## src/rtl/ps2_note_decoder.sv

```systemverilog
// ps2_note_decoder
//   Receives raw PS/2 device-to-host frames, assembles scan codes and turns
//   make/break sequences into note codes for the piano controller. A key press
//   emits its note index; releasing the held key emits STOP_CODE.
//
// Ports
//   iClk       in   1  system clock
//   iReset     in   1  asynchronous active-high reset
//   iPs2_Clk   in   1  raw PS/2 clock pin (async, idle high)
//   iPs2_Dat   in   1  raw PS/2 data pin (async, idle high)
//   oPs2_Data  out  8  current note code, held until the next change
//   oValid     out  1  one-cycle pulse when oPs2_Data is updated
//   oFrameErr  out  1  one-cycle pulse on parity/stop error or frame timeout
//   oDbgState  out  2  frame FSM state (0 IDLE, 1 DATA, 2 PARITY, 3 STOP)
//
// Handshake: oValid is a pure strobe with no ready; the consumer must take
// oPs2_Data in the cycle oValid is high (it also stays stable afterwards).
module ps2_note_decoder #(
  parameter int unsigned TIMEOUT_CYCLES = 50000,
  parameter logic [7:0]  STOP_CODE      = 8'd99
) (
  input  logic       iClk,
  input  logic       iReset,
  input  logic       iPs2_Clk,
  input  logic       iPs2_Dat,
  output logic [7:0] oPs2_Data,
  output logic       oValid,
  output logic       oFrameErr,
  output logic [1:0] oDbgState
);

  localparam int CW = (TIMEOUT_CYCLES > 1) ? $clog2(TIMEOUT_CYCLES) : 1;
  localparam logic [CW-1:0] TMO_LAST = CW'(TIMEOUT_CYCLES - 1);

  typedef enum logic [1:0] {
    S_IDLE   = 2'd0,
    S_DATA   = 2'd1,
    S_PARITY = 2'd2,
    S_STOP   = 2'd3
  } state_t;

  // Two-flop synchronizers plus a previous-value register for edge detect
  logic clk_s1_q, clk_s2_q, clk_prev_q;
  logic dat_s1_q, dat_s2_q;
  logic fall;

  always_ff @(posedge iClk or posedge iReset) begin
    if (iReset) begin
      clk_s1_q   <= 1'b1;
      clk_s2_q   <= 1'b1;
      clk_prev_q <= 1'b1;
      dat_s1_q   <= 1'b1;
      dat_s2_q   <= 1'b1;
    end else begin
      clk_s1_q   <= iPs2_Clk;
      clk_s2_q   <= clk_s1_q;
      clk_prev_q <= clk_s2_q;
      dat_s1_q   <= iPs2_Dat;
      dat_s2_q   <= dat_s1_q;
    end
  end

  assign fall = clk_prev_q & ~clk_s2_q;

  // Frame layer state
  state_t        state_q, state_d;
  logic [2:0]    bitcnt_q, bitcnt_d;
  logic [7:0]    shift_q, shift_d;
  logic          par_q, par_d;
  logic [CW-1:0] tmo_q, tmo_d;
  logic          byte_ok;    // good byte completes this cycle (in shift_q)
  logic          bad_frame;  // parity or stop-bit failure this cycle
  logic          timed_out;

  // Decode layer state
  logic [7:0] data_q, data_d;
  logic       valid_q, valid_d;
  logic       err_q, err_d;
  logic       ext_q, ext_d;
  logic       brk_q, brk_d;
  logic       held_vld_q, held_vld_d;
  logic [7:0] held_q, held_d;
  logic [7:0] note;

  function automatic logic [7:0] note_of(input logic [7:0] code);
    case (code)
      8'h1C:   note_of = 8'd1;
      8'h1B:   note_of = 8'd2;
      8'h23:   note_of = 8'd3;
      8'h2B:   note_of = 8'd4;
      8'h34:   note_of = 8'd5;
      8'h33:   note_of = 8'd6;
      8'h3B:   note_of = 8'd7;
      8'h42:   note_of = 8'd8;
      8'h1D:   note_of = 8'd11;
      8'h24:   note_of = 8'd12;
      8'h2C:   note_of = 8'd13;
      8'h35:   note_of = 8'd14;
      8'h3C:   note_of = 8'd15;
      default: note_of = 8'd0;  // 0 marks an unmapped code
    endcase
  endfunction

  always_ff @(posedge iClk or posedge iReset) begin
    if (iReset) begin
      state_q    <= S_IDLE;
      bitcnt_q   <= 3'd0;
      shift_q    <= 8'd0;
      par_q      <= 1'b0;
      tmo_q      <= '0;
      data_q     <= STOP_CODE;
      valid_q    <= 1'b0;
      err_q      <= 1'b0;
      ext_q      <= 1'b0;
      brk_q      <= 1'b0;
      held_vld_q <= 1'b0;
      held_q     <= 8'd0;
    end else begin
      state_q    <= state_d;
      bitcnt_q   <= bitcnt_d;
      shift_q    <= shift_d;
      par_q      <= par_d;
      tmo_q      <= tmo_d;
      data_q     <= data_d;
      valid_q    <= valid_d;
      err_q      <= err_d;
      ext_q      <= ext_d;
      brk_q      <= brk_d;
      held_vld_q <= held_vld_d;
      held_q     <= held_d;
    end
  end

  // Frame FSM: next state, shifting, parity/stop check, timeout
  always_comb begin
    state_d   = state_q;
    bitcnt_d  = bitcnt_q;
    shift_d   = shift_q;
    par_d     = par_q;
    tmo_d     = tmo_q;
    byte_ok   = 1'b0;
    bad_frame = 1'b0;
    timed_out = 1'b0;

    case (state_q)
      S_IDLE: begin
        tmo_d = '0;
        // A fall with data high is noise, not a start bit
        if (fall && !dat_s2_q) begin
          state_d  = S_DATA;
          bitcnt_d = 3'd0;
        end
      end
      S_DATA: begin
        if (fall) begin
          shift_d  = {dat_s2_q, shift_q[7:1]};
          bitcnt_d = bitcnt_q + 3'd1;
          if (bitcnt_q == 3'd7) state_d = S_PARITY;
        end
      end
      S_PARITY: begin
        if (fall) begin
          par_d   = dat_s2_q;
          state_d = S_STOP;
        end
      end
      S_STOP: begin
        if (fall) begin
          state_d = S_IDLE;
          // Odd parity: data bits plus parity bit must hold an odd count of ones
          if (dat_s2_q && (^{shift_q, par_q})) byte_ok   = 1'b1;
          else                                 bad_frame = 1'b1;
        end
      end
      default: state_d = S_IDLE;
    endcase

    // Mid-frame timeout; a fall in the same cycle always takes precedence
    if (state_q != S_IDLE) begin
      if (fall) begin
        tmo_d = '0;
      end else if (tmo_q == TMO_LAST) begin
        state_d   = S_IDLE;
        tmo_d     = '0;
        timed_out = 1'b1;
      end else begin
        tmo_d = tmo_q + 1'b1;
      end
    end
  end

  // Decode layer: prefixes, make/break against the held key
  always_comb begin
    data_d     = data_q;
    valid_d    = 1'b0;
    err_d      = bad_frame | timed_out;
    ext_d      = ext_q;
    brk_d      = brk_q;
    held_vld_d = held_vld_q;
    held_d     = held_q;
    note       = note_of(shift_q);

    if (bad_frame) begin
      // A corrupted byte may have been the key after a prefix, so drop prefixes
      ext_d = 1'b0;
      brk_d = 1'b0;
    end else if (byte_ok) begin
      if (shift_q == 8'hE0) begin
        ext_d = 1'b1;
      end else if (shift_q == 8'hF0) begin
        brk_d = 1'b1;
      end else begin
        ext_d = 1'b0;
        brk_d = 1'b0;
        if (!ext_q && (note != 8'd0)) begin
          if (brk_q) begin
            if (held_vld_q && (held_q == shift_q)) begin
              data_d     = STOP_CODE;
              held_vld_d = 1'b0;
              valid_d    = 1'b1;
            end
          end else if (!(held_vld_q && (held_q == shift_q))) begin
            // New key press; a repeat of the held key (typematic) is silent
            data_d     = note;
            held_d     = shift_q;
            held_vld_d = 1'b1;
            valid_d    = 1'b1;
          end
        end
      end
    end
  end

  assign oPs2_Data = data_q;
  assign oValid    = valid_q;
  assign oFrameErr = err_q;
  assign oDbgState = state_q;

endmodule
```

## config.mk

```make
export PLATFORM = sky130hd
export DESIGN_NAME = ps2_note_decoder
export DESIGN_NICKNAME = d
export VERILOG_FILES = /design/src/rtl/ps2_note_decoder.sv
export SDC_FILE = /design/constraint.sdc
export NUM_CORES = 1
export LEC_CHECK = 0
export CORE_MARGIN = 4
export CORE_UTILIZATION = 50
export DETAILED_ROUTE_END_ITERATION = 10
export PLACE_DENSITY = 0.8
export SYNTH_ARGS = -nofsm -noshare
export SYNTH_HDL_FRONTEND = slang
export SYNTH_SLANG_ARGS = --single-unit
```

## constraint.sdc

```tcl
create_clock -name iClk -period 3.3 [get_ports iClk]
set_clock_uncertainty 0.1 [all_clocks]
set_input_delay 0.99 -clock iClk [delete_from_list [all_inputs] [get_ports iClk]]
set_output_delay 0.99 -clock iClk [all_outputs]
set_load 0.01 [all_outputs]
```

Word level (Yosys, flattened, before mapping). Cells that the tools add are included.

Bits of input ports: 4. Bits in registers: 56. Output and inout port bits: 12. Logic and storage cells: 122.

Bitwise gates (word level): 8. Reductions and logical operators: 20. Eq/ne operators: 27. $add $sub $neg: 2. Mux-type cells: 48.

Operator list (number): $eq A8 B6 Y1 const B (9); $mux W16 (4); $pmux W4 S13 (1); $mux W1 (28); $eq A8 B5 Y1 const B (3); $mux W8 (3); $add A16 B1 Y16 const B (1); $eq A16 B16 Y1 const B (1); $eq A8 B8 Y1 const B (2); $mux W2 (8); $reduce_and A7 Y1 (2); $reduce_xor A9 Y1 (1); $eq A8 B7 Y1 const B (1); $eq A8 B8 Y1 (1); $ne A2 B2 Y1 const B (4); $pmux W2 S4 (1); $reduce_and A2 Y1 (4); $reduce_bool A2 Y1 (4); $reduce_bool A8 Y1 (1); $mux W3 (2); $not A1 Y1 (6); $pmux W3 S2 (1); $eq A2 B2 Y1 const B (2); $logic_and A1 B1 Y1 (4); other kinds (10) (11).

Longest topological paths before layout. Gate-level depths: netlist of the first run.

Depth after elaboration: 9. Gate-level depth with buffers: 10. Depth with buffers taken out: 9.

Least setup slack after synthesis of the first run. No wires, ideal clock.

Path kind: register to register. From: register shift_q[0]. To: register held_vld_q. Stages on the path, launching flop included: 9. Path slack: 1.043 ns. Path buffers: 1. Library setup time: 0.128 ns. Data arrival time: 2.029 ns. Clock period less this slack: 2.257 ns. Required time: 3.072 ns. Path through: dfrtp_1 clkbuf_1 xor2_1 nor4_1 nand3_1 ha_1 nor2_1 o2111a_2 mux2_1.

Longest elaborated chain between the ends: 7. Elaborated cells on any way between the ends: 34. Those cells by class: eq/ne: 18; mux: 7; bitwise: 3; reduce/logical: 6.

RTL lines: start: declaration (line 68) `logic [7:0] shift_q, shift_d;`; start signal: assignment (line 121) `shift_q <= shift_d;`; parallel branches: the longest is 6 deep, another holds $pmux W4 S13; $reduce_and A7 Y1 (no line) *; end signal: assignment (line 129) `held_vld_q <= held_vld_d;`; end: declaration (line 81) `logic held_vld_q, held_vld_d;`.

Mark *: on every way between the ends. A chain may end at the register's enable or synchronous reset.

Final worst setup path of the first run.
From: register state_q[0] (netlist: oDbgState[0]). To: output oDbgState[0].

RTL lines: start: declaration (line 66) `state_t state_q, state_d;`; start signal: assignment (line 119) `state_q <= state_d;`; end: declaration (line 29) `output logic [1:0] oDbgState`.

No word-level cell between the ends.

==> impl_metrics.ini, run 1 <==
[run_status]
run_status = finished clean

[clocking]
htreeDepth = 2
clock_sinks = 53
numCtsBuffers = 5
cts_max_path_buffers = 2
tritoncts = yes
cts_setup_buffers = 0
root_buffer = clkbuf_8
clock_latency_ps = 310
ctsResizeCount = 0
cts.clk_slew.worst_paths_ps = 90
postCtsHoldBufs = 0

[timing]
rsz0062_at_grt = no
setup_viol = 0
tightest_slew_ps = 1100
slew_viol_final = 0
relSlewSlack = 0.261
hold_viol_final = 0
max_freq_mhz = 395
setup_tns_ps = 0
period_share = 0.767
fin_ws_ps = 770
min_period_ps = 2530

[cells_and_area]
final_common_cell = dfrtp_1
final_cells = 332
fin_area_um2 = 3000
final_cell_mix = dfrtp_1 (45), nor2_1 (32), mux2_2 (17), xor2_1 (14)
final_util = 0.576
nets = 271
post_route_cells_drive_above_1_share = 0.145
syn2layout_area_growth_pct = 9.36
fill_cells = 441
diodes = 0

[global_route]
antenna_found_initial = 0
grtUsageTotal = 0.162
grt_pass1_vias = 1860
grt_pass1_wl_um = 8270
grt_max_degree = 34
overflow = 0

[drt]
routed_wl_um = 4620
postRouteAntennaNets = 0
via_per_inst = 5.52
drt_iter0_drc = 184
wl_per_cell_um = 13.9
firstDrtPassIters = 6
vias = 1834
drc = 0

[pwr]
peakVddDrop_v = 0.000364
p_sw_w = 0.000558
total_leakage_power_nw = 1.32
pwr-share-clk = 0.219
seq_power_share = 0.502
switching_share = 0.335
internal_power_w = 0.00111
p_per_area_nw_per_um2 = 557
pwr-share-comb = 0.279

[logic_synthesis]
synth_cell_types = 50
synth_warnings = 0
async_reset_ff_frac = 1.00
ys.flop_type = dfrtp_1
synth_edf_count = 0
ys_seq_area_frac = 0.488
syn_area_per_cell_um2 = 10.8
netlist_area_um2 = 2740
synth_seq_cells = 53
syn_inst = 254

[die]
core-area_um2 = 5200
die_w_um = 82.0
io-pin-count = 16
die_y_um = 82.0
num_rows = 26
start_util = 0.526
design.die.area_um2 = 6730

[worst_setup_path]
cp.required_ps = 2210
crit_type = reg -> out
arrival_ps = 1440
crit_path_top_delay_cell = clkdlybuf4s50_1
max_stage_delay_ps = 610
path_cells = clkdlybuf4s50_1
start_kind = flop
path_delay_family = buffers and inverters
crit_buf_inv = 1
rr_startpoint = shift_q[0]
startpoint = oDbgState[0]
critPathMaxFanout = 11
worstSetupEndpointType = output port

[hold_path]
hold_path_startpoint = clk_s1_q
hp-class = reg -> reg

[placed_design]
dp_slack_ps = 785
place_inst = 324
dp_hpwl_um = 3280
place_congestion = 0.845
io_buffers = 13
place_area_um2 = 2910

[flow_run]
cap_viol_max_count = 0
-- registers in the layout, summed over array words and instances, names as in the netlist --
name        cells
tmo_q          16
held_q          8
shift_q         8
oPs2_Data       5
bitcnt_q        3
oDbgState       2
brk_q           1
clk_prev_q      1
clk_s1_q        1
clk_s2_q        1
dat_s1_q        1
dat_s2_q        1
ext_q           1
held_vld_q      1
oFrameErr       1
oValid          1
par_q           1
-- Yosys cell counts (all sizes together) (3+ instances only) --
master / number / share of area
nor3: 5 / 0.0091
and3: 5 / 0.011
dfrtp: 45 / 0.41
nand3: 8 / 0.015
a21oi: 4 / 0.0073
xnor2: 11 / 0.035
inv: 6 / 0.0082
xor2: 14 / 0.045
o21ai: 11 / 0.020
nor2: 32 / 0.044
clkbuf: 9 / 0.012
nand4: 7 / 0.016
nor2b: 3 / 0.0069
mux2: 21 / 0.086
dfstp: 8 / 0.077
buf: 6 / 0.015
ha: 6 / 0.027
and2: 7 / 0.016
nand2: 13 / 0.018
-- worst paths after layout --
kind	end	slack (ps)	cells past startpoint
worst max-delay path	oDbgState[0]	770	1
worst min-delay path	clk_s2_q	260	0
worst max register to register	held_vld_q	780	7
worst min register to register	clk_s2_q	260	0
max in group asynchronous	dat_s1_q	1610	3
min in group asynchronous	shift_q[2]	900	2
-- final cells by class --
class | instances | area, um^2 | share of cell area
Timing Repair Buffer | 14 | 150 | 0.0501
Tap cell | 70 | 87.6 | 0.0292
Sequential cell | 53 | 1340 | 0.446
Multi-Input combinational cell | 181 | 1310 | 0.438
Clock inverter | 2 | 16.3 | 0.00543
Inverter | 6 | 22.5 | 0.00752
Clock buffer | 6 | 72.6 | 0.0242
-- per-stage QoR --
step | total power [W] | hold slack [ps]
4_1_cts | 0.00169 | 262
3_3_place_gp | 0.00130 | 247
6_report | 0.00167 | 261
3_5_place_dp | 0.00132 | 248
2_1_floorplan | 0.00124 | 245
5_1_grt | 0.00177 | 267
-- per-layer routing --
layer / track usage / vias to the layer above / part of all wire
met1: 0.194 / 882 / 0.46
met5: 0 / - / 0
met2: 0.269 / 39 / 0.48
li1: - / 904 / -
met4: 0.0880 / 0 / 0.023
met3: 0.0373 / 9 / 0.040
-- kinds of logic (layout without fill, tap and decap cells) --
| group | after synthesis | in the layout | share of synthesized area |
|---|---|---|---|
| buffers and inverters | 21 | 28 | 0.0352 |
| AOI/OAI and AO/OA | 30 | 30 | 0.0831 |
| other | 1 | 2 | 0.00137 |
| and+or+nand+nor | 94 | 94 | 0.174 |
| DFF | 53 | 53 | 0.488 |
| adders and majority gates | 6 | 6 | 0.0274 |
| muxes | 22 | 22 | 0.0945 |
| xor gates and xnor gates | 27 | 27 | 0.0963 |
-- power groups by stage --
stage               combinational [W]  sequential (W)  clock, W
finish                       0.000466        0.000838  0.000365
global route                 0.000512        0.000851  0.000407
CTS                          0.000471        0.000836  0.000379
detailed placement           0.000469        0.000848         0
global placement             0.000458        0.000842         0
floorplan                    0.000490        0.000749         0
(Power assumes the default switching activity.)
==> run 2: changes to the inputs <==
Clock period 3.3 ns to 2.4 ns, I/O delays scaled along.
==> run 2 against run 1 <==
- total power rose by 64%
- count of clock-buffer cells in the layout grew 1
- global-route usage rose by 1.4 points
- critical endpoint is now held_vld_q
- highest routed layer unchanged
==> impl_metrics.ini, run 2 (synthesis results as in run 1) <==
[timing]
rsz0062_at_grt = yes
period_share = 0.981
slew_viol_final = 0
hold_viol_final = 0
relSlewSlack = 0.499
setup_viol = 0
min_period_ps = 2350
setup_tns_ps = 0
max_freq_mhz = 425
tightest_slew_ps = 751

[clocking]
clock_latency_ps = 310
htreeDepth = 2
clock_sinks = 53
numCtsBuffers = 5
cts.clk_slew.worst_paths_ps = 90
cts_max_path_buffers = 2
postCtsHoldBufs = 0
tritoncts = yes
root_buffer = clkbuf_8

[cells_and_area]
post_route_cells_drive_above_1_share = 0.278
largest_register = tmo_q
diodes = 0
top_regs = tmo_q: 16 flops, held_q: 8 flops, shift_q: 8 flops
nets = 297
final_common_cell = dfrtp_1
final_cell_mix = dfrtp_1 (40), nor2_1 (30), buf_4 (25), mux2_2 (17), xor2_1 (14)
final_cells = 358
fin_area_um2 = 3300
syn2layout_area_growth_pct = 20.3
fill_cells = 396
largest_reg_flops = 16

[pwr]
p_per_area_nw_per_um2 = 831
peakVddDrop_v = 0.000380
total_leakage_power_nw = 1.48
power_w = 0.00274

[hold_path]
hp-class = reg -> reg

[global_route]
grt_pass1_wl_um = 8980
overflow = 0
grt_max_degree = 27
antenna_found_initial = 0
grt_pass1_vias = 1908
grtUsageTotal = 0.176

[placed_design]
io_buffers = 13
place_inst = 342
dp_hpwl_um = 3840
place_congestion = 0.874
place_area_um2 = 3060

[worst_setup_path]
crit_path_top_delay_cell = dfrtp_2
max_stage_delay_ps = 490
crit_type = reg -> reg
critPathMaxFanout = 9
start_kind = flop
worstSetupEndpointType = flop
path_cells = xor2_1 > xnor3_2 > mux2i_4 > o2111a_2 > mux2_1
arrival_ps = 2450
cp.required_ps = 2490

[die]
io-pin-count = 16
design.die.area_um2 = 6730
core-area_um2 = 5200
die_w_um = 82.0
num_rows = 26
die_y_um = 82.0
start_util = 0.526

[drt]
postRouteAntennaNets = 0
drc = 0
firstDrtPassIters = 4
routed_wl_um = 5530
drt_iter0_drc = 73
wl_per_cell_um = 15.5
via_per_inst = 5.47
vias = 1959

[flow_run]
cap_viol_max_count = 0

[run_status]
run_status = finished clean
==> run 2: report_power, final <==
part / switching, W / internal [W]
clock: 0.000278 / 0.000340
sequential: 0.000119 / 0.000980
combinational: 0.000466 / 0.000556
==> run 2: worst paths after layout <==
path	startpoint	end	slack, ps	cells past startpoint
min in group asynchronous	iReset	held_q[2]	600	2
setup reg to reg	shift_q[3]	held_vld_q	50	5
hold / removal	dat_s1_q	dat_s2_q	260	0
max in group asynchronous	iReset	oPs2_Data[1]	1070	3
hold reg to reg	dat_s1_q	dat_s2_q	260	0
setup / recovery	shift_q[3]	held_vld_q	50	5
==> run 2: layout make-up <==
cell class	count	area (um^2)	area share
inverter	6	22.5	0.00683
clock buffer	7	86.3	0.0262
clock inverter	1	30.0	0.00911
timing repair buffer	40	358	0.109
sequential	53	1340	0.407
tap	70	87.6	0.0266
multi-input combinational	181	1370	0.415
==> run 2: critical path, delay by kind of cell, from the launching register on <==
kind	cells	cell delay, ps
compound gates	1	330
xor+xnor	2	720
flops	1	490
mux	2	590
==> run 2: stage by stage <==
stage	utilization	setup slack, ps	hold slack, ps
2_1_floorplan	-	143	245
3_3_place_gp	0.587	67.8	248
3_5_place_dp	0.587	-6.43	247
4_1_cts	0.610	0.0480	260
5_1_grt	0.633	-70.9	263
6_report	0.633	46.4	260
==> run 2: per-layer routing <==
metal  up-vias  track usage  share of wire
met2        46        0.313           0.52
met3        15       0.0340          0.037
met5         -            0              0
met4         0       0.0548          0.024
li1        953            -              -
met1       945        0.216           0.42
==> run 2: repair_timing <==
| item | 4_1_cts | 5_1_grt |
|---|---|---|
| hold endpoints to repair | 0 | 0 |
| buffers inserted | 0 | 8 |
| endpoints found under the setup margin | 1 | 29 |
| pin swaps | 0 | 8 |
| gates resized for setup | 1 | 16 |
==> run 3: changes to the inputs <==
Settings changed: CAP_MARGIN from default to 40.
==> run 3 against run 2 <==
- sequential power barely moved
- sequential share of layout area rose by 0.76 points
- final cell count fell by 0.56%
- global-route usage rose by 0.41 points
- fmax rose by 1.0%
- core utilization fell by 1.1 points
- largest cell class unchanged
==> impl_metrics.ini, run 3 (synthesis results as in run 1) <==
[run_status]
run_status = finished clean

[worst_setup_path]
path_cells = xor2_2 > xnor3_2 > mux2i_4 > o2111a_2 > mux2_1
critPathMaxFanout = 9
crit_path_top_delay_cell = dfrtp_2
crit_type = reg -> reg
rr_startpoint = shift_q[3]
worstSetupEndpointType = flop
max_stage_delay_ps = 500
start_kind = flop
path_delay_family = multiplexers
crit_buf_inv = 0
path_depth = 5
cp.required_ps = 2490
r2r-end = held_vld_q
regToRegSetupSlack_ps = 70
arrival_ps = 2420
r2r_cells = 5

[flow_run]
cap_viol_max_count = 0

[clocking]
clock_latency_ps = 300
postCtsHoldBufs = 0
tritoncts = yes
root_buffer = clkbuf_8
cts_max_path_buffers = 2
clock_sinks = 53
numCtsBuffers = 5
cts.clk_slew.worst_paths_ps = 90
htreeDepth = 2

[pwr]
p_per_area_nw_per_um2 = 783
total_leakage_power_nw = 1.45
peakVddDrop_v = 0.000450

[cells_and_area]
top_regs = tmo_q: 16 flops, held_q: 8 flops, shift_q: 8 flops
fin_area_um2 = 3240
diodes = 0
largest_register = tmo_q
fill_cells = 440
final_util = 0.622
post_route_cells_drive_above_1_share = 0.259
final_common_cell = dfrtp_1
syn2layout_area_growth_pct = 18.2
final_cell_mix = dfrtp_1 (39), nor2_1 (32), buf_4 (23), mux2_2 (17)
nets = 295
largest_reg_flops = 16

[drt]
firstDrtPassIters = 4
drt_iter0_drc = 82
vias = 1952
via_per_inst = 5.48
drc = 0
routed_wl_um = 5450
postRouteAntennaNets = 0
wl_per_cell_um = 15.3

[global_route]
antenna_found_initial = 0
grt_pass1_wl_um = 9190
grt_pass1_vias = 1963
grtUsageTotal = 0.180
overflow = 0
grt_max_degree = 27

[placed_design]
io_buffers = 13
dp_hpwl_um = 3920
place_congestion = 0.874
place_area_um2 = 3060

[die]
start_util = 0.526
num_rows = 26
die_w_um = 82.0
design.die.area_um2 = 6730
core-area_um2 = 5200
die_y_um = 82.0
io-pin-count = 16

[timing]
setup_viol = 0
rsz0062_at_grt = yes
tightest_slew_ps = 717
min_period_ps = 2330
slew_viol_final = 0
relSlewSlack = 0.522
max_freq_mhz = 429
period_share = 0.971
hold_viol_final = 0

[hold_path]
hold_path_startpoint = dat_s1_q
hold_depth = 0
min_to = dat_s2_q
hp-class = reg -> reg
## run 3: cell types whose count changed in the layout (fill, tap and decap cells not counted), moves of 2 or more
cell / previous run / this run
buf_4: 25 / 23
clkinv_2: 0 / 2
xnor2_1: 7 / 9
xnor2_2: 4 / 1
nor2_2: 2 / 0
nor2_1: 30 / 32
## run 3: layout make-up
class,instances,area [um^2],share of cell area
inverter,6,22.5,0.00696
tap,70,87.6,0.0270
timing repair buffer,38,343,0.106
multi-input combinational,181,1360,0.420
clock inverter,2,10.0,0.00309
clock buffer,6,72.6,0.0224
sequential,53,1340,0.415
## run 3: worst max path at each step
stage | startpoint | to
finish | shift_q[3] | held_vld_q
global route | shift_q[4] | held_vld_q
CTS | shift_q[5] | held_vld_q
detailed placement | shift_q[4] | held_vld_q
global placement | shift_q[4] | held_vld_q
floorplan | shift_q[0] | held_vld_q
## run 3: worst reg2reg max path, stage by stage (launching register included)
cell      delay [ps]
dfrtp_2          500
xor2_2           210
xnor3_2          440
mux2i_4          300
o2111a_2         330
mux2_1           350
## run 3: stage by stage
stage / total power [W] / cells / worst slack, ps / TNS (ps) / hold WS [ps]
after CTS: 0.00248 / 351 / 14.8 / 0 / 260
after global placement: 0.00196 / 342 / 67.8 / 0 / 248
final: 0.00254 / 356 / 70.0 / 0 / 259
after floorplan: 0.00170 / 255 / 143 / 0 / 245
after global routing: 0.00269 / 356 / -9.51 / -9.51 / 263
after detailed placement: 0.00199 / 343 / -6.42 / -6.42 / 247
## run 3: per-layer routing
metal  up-vias  part of all wire  GRT usage
li1        941                 -          -
met1       956              0.42      0.216
met2        43              0.53      0.321
met3        12             0.035     0.0384
met4         0             0.016     0.0581
met5         -                 0          0
## run 3: power breakdown
part	total (W)	switching (W)	internal [W]
registers	0.00112	0.000142	0.000980
clock network	0.000479	0.000276	0.000203
logic	0.000936	0.000425	0.000511
## run 3: repair_timing
action	CTS	global route
setup buffers	0	5
pin swaps	0	2
endpoints found under the setup margin	3	13
gates resized for setup	2	11
